### src/rtl/pc_sequencer.sv
// Next-PC controller: picks npc from interrupt entry, eret, branch/jump or pc+4,
// drives the PC load enable and IF/ID flush, and holds EPC and the EXL bit.
module pc_sequencer #(
  parameter logic [31:0] RESET_PC   = 32'h0000_3000,
  parameter logic [31:0] HANDLER_PC = 32'h0000_4180,
  parameter int          IRQ_SYNC   = 2
) (
  input  logic        clk,
  input  logic        rst,
  input  logic [31:0] pc,
  input  logic        stall,
  input  logic        br_taken,
  input  logic [31:0] br_target,
  input  logic        jmp,
  input  logic [31:0] jmp_target,
  input  logic        eret,
  input  logic        irq,
  output logic [31:0] npc,
  output logic        pc_en,
  output logic        flush,
  output logic [31:0] epc,
  output logic        exl
);

  typedef enum logic [1:0] {
    S_RUN     = 2'd0,
    S_TAKE    = 2'd1,
    S_HANDLER = 2'd2
  } state_t;

  state_t               r_state;
  state_t               w_state_nxt;
  logic [IRQ_SYNC-1:0]  r_irq_sync;
  logic [31:0]          r_epc;
  logic                 r_exl;
  logic                 w_irq_s;
  logic [31:0]          w_pc_plus4;
  logic [31:0]          w_seq_npc;
  logic                 w_epc_load;
  logic                 w_exl_set;
  logic                 w_exl_clr;

  assign w_irq_s    = r_irq_sync[IRQ_SYNC-1];
  assign w_pc_plus4 = pc + 32'd4;
  assign w_seq_npc  = jmp ? jmp_target : (br_taken ? br_target : w_pc_plus4);

  // NOTE: clocked state uses <= so every flop samples pre-edge values; '=' here would
  // let the synchronizer collapse into a single stage.
  always_ff @(posedge clk or posedge rst) begin
    if (rst) begin
      r_irq_sync <= '0;
    end else begin
      r_irq_sync <= {r_irq_sync[IRQ_SYNC-2:0], irq};
    end
  end

  always_ff @(posedge clk or posedge rst) begin
    if (rst) begin
      r_state <= S_RUN;
      r_epc   <= {RESET_PC[31:2], 2'b00};
      r_exl   <= 1'b0;
    end else begin
      r_state <= w_state_nxt;
      if (w_epc_load) r_epc <= {w_seq_npc[31:2], 2'b00};
      if (w_exl_set)       r_exl <= 1'b1;
      else if (w_exl_clr)  r_exl <= 1'b0;
    end
  end

  // NOTE: every output and control strobe gets a default before the case so no
  // path through the block can leave one unassigned and infer a latch.
  always_comb begin
    w_state_nxt = r_state;
    npc         = w_seq_npc;
    pc_en       = ~stall;
    flush       = 1'b0;
    w_epc_load  = 1'b0;
    w_exl_set   = 1'b0;
    w_exl_clr   = 1'b0;
    if (rst) begin
      npc = w_pc_plus4;
    end else begin
      unique case (r_state)
        S_RUN: begin
          // Interrupt wins over any redirect; the redirect target becomes the return address.
          if (w_irq_s) begin
            pc_en = 1'b0;
            if (!stall) begin
              flush       = 1'b1;
              w_epc_load  = 1'b1;
              w_state_nxt = S_TAKE;
            end
          end
        end
        S_TAKE: begin
          npc         = HANDLER_PC;
          pc_en       = 1'b1;
          flush       = 1'b1;
          w_exl_set   = 1'b1;
          w_state_nxt = S_HANDLER;
        end
        S_HANDLER: begin
          if (eret) begin
            npc   = r_epc;
            pc_en = ~stall;
            flush = ~stall;
            if (!stall) begin
              w_exl_clr   = 1'b1;
              w_state_nxt = S_RUN;
            end
          end
        end
        default: w_state_nxt = S_RUN;
      endcase
    end
  end

  assign epc = r_epc;
  assign exl = r_exl;

endmodule

### config.mk
export PLATFORM = sky130hd
export DESIGN_NAME = pc_sequencer
export DESIGN_NICKNAME = d
export VERILOG_FILES = /design/src/rtl/pc_sequencer.sv
export SDC_FILE = /design/constraint.sdc
export NUM_CORES = 1
export LEC_CHECK = 0
export BUFFER_PORTS_ARGS = -buffer_cell sky130_fd_sc_hd__buf_4
export CORE_MARGIN = 2
export CORE_UTILIZATION = 42
export CTS_CLUSTER_DIAMETER = 200
export DETAILED_ROUTE_END_ITERATION = 7
export PLACE_DENSITY = 0.75
export SYNTH_ARGS = -nofsm -noshare
export SYNTH_HDL_FRONTEND = slang
export SYNTH_SLANG_ARGS = --single-unit
### constraint.sdc
create_clock -name clk -period 2.1 [get_ports clk]
set_input_delay 0.105 -clock clk [delete_from_list [all_inputs] [get_ports clk]]
set_output_delay 0.105 -clock clk [all_outputs]
set_load 0.1 [all_outputs]
==> results.ini <==
[worst_setup_path]
cp_num_buf_inv = 4
cp_slowest_stage_delay_ns = 0.43
worstSetupStartpointType = flip-flop
critPathMaxFanout = 8
critPathKind = flip-flop to primary output
crit_top_cell = buf_6
required_ns = 2.00
cp-end-kind = primary output
critPathArrivalTime_ns = 2.13
cp_cell_sequence = inv_2 > ha_4 > nor3b_4 > buf_6 > buf_12 > a21oi_2 > o211ai_1 > buf_6
path_delay_family = buffers and inverters
critPathSlowestCell = dfrtp_1

[die]
start_util_pct = 42.8
num_rows = 33
ios = 170
die_h_um = 95.0
coreArea_um2 = 8130
fp.dieW_um = 95.0
die_area_um2 = 9030

[sta]
relSlewSlack_pct = 63.7
fin_crit_sh_pct = 106
clock.fmax_mhz = 448
worst_pin_slew_ns = 0.544
tns_ns = -1.53
setup_viol = 28
min_period_ns = 2.23
rsz0062_at_grt = true
fin_ws_ns = -0.134
skew_ns = 0.00638
drv_slew = 0
hold_viol = 0
timing.hold.ws_ns = 0.0969

[status]
violations = setup timing
status = complete, but fails checks

[placed_design]
io_buffers = 167
dpl.hpwl_um = 10600
dpl_cell_area_um2 = 5540
place.gp.congestion = 0.979
dp.cells = 754

[global_route]
antenna_found_initial = 0
track_usage_pct = 32.4
grt_first_pass_wirelength_um = 22700
grt-ovfl-total = 0
grt_max_degree = 42
grt_pass1_vias = 4550

[logic_synthesis]
synth_top_area_share_pct = 23.7
yosysTopAreaCell = dfrtp_1
synthFlopType = dfrtp_1
synth_top_family_by_area = compound AO/OA/AOI/OAI gates
synth-simple-area-share_pct = 28.5
synth-compound-area-share_pct = 30.9
yosysWarnings = 0
ys_ff_latch = 35
synth_area_leaders = dfrtp_1 (24%), nand2_1 (7.3%), o21ai_0 (6.8%)
yosysMostFrequentCell = nand2_1
synth-adder-area-share_pct = 1.80
avgSynthCellArea_um2 = 7.37
yosysUniqueCellTypes = 67
postSynth.asyncResetShare_pct = 100
syn_area_um2 = 3480
synthMuxAreaShare_pct = 2.62
synth_edf_count = 0
netlist_instances = 472
yosys-top-cells-count = nand2_1 (68), o21ai_0 (47), nor2_1 (34)
ys_seq_area_share_pct = 25.2
synth_xor_area_share_pct = 5.03

[routing]
via_per_inst = 6.02
ant_nets = 0
drt-total-wl_um = 14800
avgRoutedWirePerCell_um = 19.2
dr.pass1.iters = 5
vias = 4653
first_iter_violations = 287
drc = 0

[clocking]
cts_htree_levels = 2
root_buffer = clkbuf_8
worstSkewPairLatency_ns = 0.30
cts_sinks = 35
clkTransAtPathRegs_ns = 0.08
cts_buffer_depth = 2
cts_tree = built
cts_inserted_buffers = 5

[final_layout]
syn_to_final_growth_pct = 85.2
instances_no_fill = 773
seq_area_um2 = 878
multi_input_area_um2 = 3100
drive_gt1_share_pct = 49.3
fin_nets = 775
fin_area_um2 = 6450
nFillCells = 564
diodes = 0

[pwr]
swShare_pct = 62.3
leakage_nw = 2.76
p_int_mw = 3.25
p_sw_mw = 5.38
p_per_area_nw_per_um2 = 1340
clockPowerShare_pct = 7.7
combPwrFrac_pct = 76.8
total_power_mw = 8.63
p_seq_share_pct = 15.5
irDropWorstVdd_mv = 0.825

[run]
maxCapViolCount = 0

[worst_hold_path]
hp-class = input pin to flip-flop

==> final cells by class <==
type | instances | share of cell area [%]
clock inverters | 2 | 0.543
repair buffers | 227 | 33.9
inverters | 9 | 0.543
flip-flops and latches | 35 | 13.6
multi-input cells | 389 | 48.1
clock buffers | 6 | 1.28
well taps | 105 | 2.04
==> through the flow <==
step | utilization (%) | worst slack (ns)
after floorplan | - | -0.798
after global placement | 68.1 | -0.0908
after detailed placement | 68.1 | -0.104
after CTS | 76.8 | -0.108
after global routing | 79.3 | -0.171
final | 79.3 | -0.134
==> kinds of logic (layout without fill, tap and decap cells) <==
| logic type | Yosys count | after routing |
|---|---|---|
| AND/OR/NAND/NOR | 191 | 191 |
| AO/OA/AOI/OAI | 162 | 162 |
| buffers and inverters | 49 | 244 |
| flip-flops | 35 | 35 |
| XOR/XNOR | 20 | 20 |
| multiplexers | 9 | 9 |
| adder cells (fa/ha/maj) | 5 | 5 |
| other | 1 | 2 |
==> per-layer routing <==
layer,track usage (%),share of wire [%],vias to the layer above
met5,0,0,-
met1,41.9,40,2212
met2,54.7,50,238
met3,4.82,7.0,46
met4,12.3,3.0,0
li1,-,-,2157
==> power groups by stage <==
stage	clock network, mW	logic (mW)	registers (mW)
2_1_floorplan	0	2.50	3.33
3_3_place_gp	0	5.85	1.25
3_5_place_dp	0	5.89	1.27
4_1_cts	0.672	6.43	1.32
5_1_grt	0.708	6.84	1.38
6_report	0.661	6.63	1.34
==> path summary, 6_finish.rpt <==
path,startpoint,endpoint,slack (ns),depth (start not counted)
max,r_state[1],npc[21],-0.13,8
min,stall,exl,0.1,3
max reg2reg,r_state[1],epc[14],0.11,7
min reg2reg,r_irq_sync[0],r_irq_sync[1],0.36,0
max in group asynchronous,rst,epc[13],1.73,3
min in group asynchronous,rst,epc[21],0.11,3
==> worst register-to-register path, cell delays in order (launching register included) <==
cell and delay, ns:
dfrtp_1 0.43, inv_2 0.10, ha_4 0.12, nand2_1 0.09, or3_1 0.56, buf_4 0.33
a21oi_1 0.15, a21oi_1 0.08
==> flip-flops by register name, summed over array words and instances (netlist names) <==
signal and flops:
epc 30, exl 1, r_irq_sync 2, r_state 2
==> layout by cell type (no fill, tap or decap), types with 4 or more instances in the layout <==
master / n
o21a_1: 7
nor4_1: 5
a22oi_1: 15
o31ai_1: 5
and3_1: 4
buf_12: 34
a22oi_2: 6
mux2i_1: 8
o21ai_4: 9
buf_4: 183
nand3_1: 12
xor2_1: 7
nor3_1: 14
nand2_1: 53
buf_6: 7
nor2_1: 31
o211ai_1: 8
o221ai_4: 10
o21ai_0: 32
dfrtp_1: 33
a31oi_1: 7
nand4_1: 11
and4_1: 4
inv_1: 6
nand2b_1: 6
a21oi_1: 16
nand2_2: 5
a22o_1: 4
o21ai_2: 6
xnor2_1: 12
or4_1: 4
o21ai_1: 4
clkbuf_8: 6
nor3_2: 7
nand2_4: 10
==> timing repair <==
item,CTS,global route
gates resized for setup,123,35
cloned,2,0
pin swaps,22,13
setup buffers,6,3
endpoints found under the hold margin,1,0
hold buffers,1,0
endpoints found under the setup margin,30,32
No activity file was read; power rests on OpenSTA's default activity.
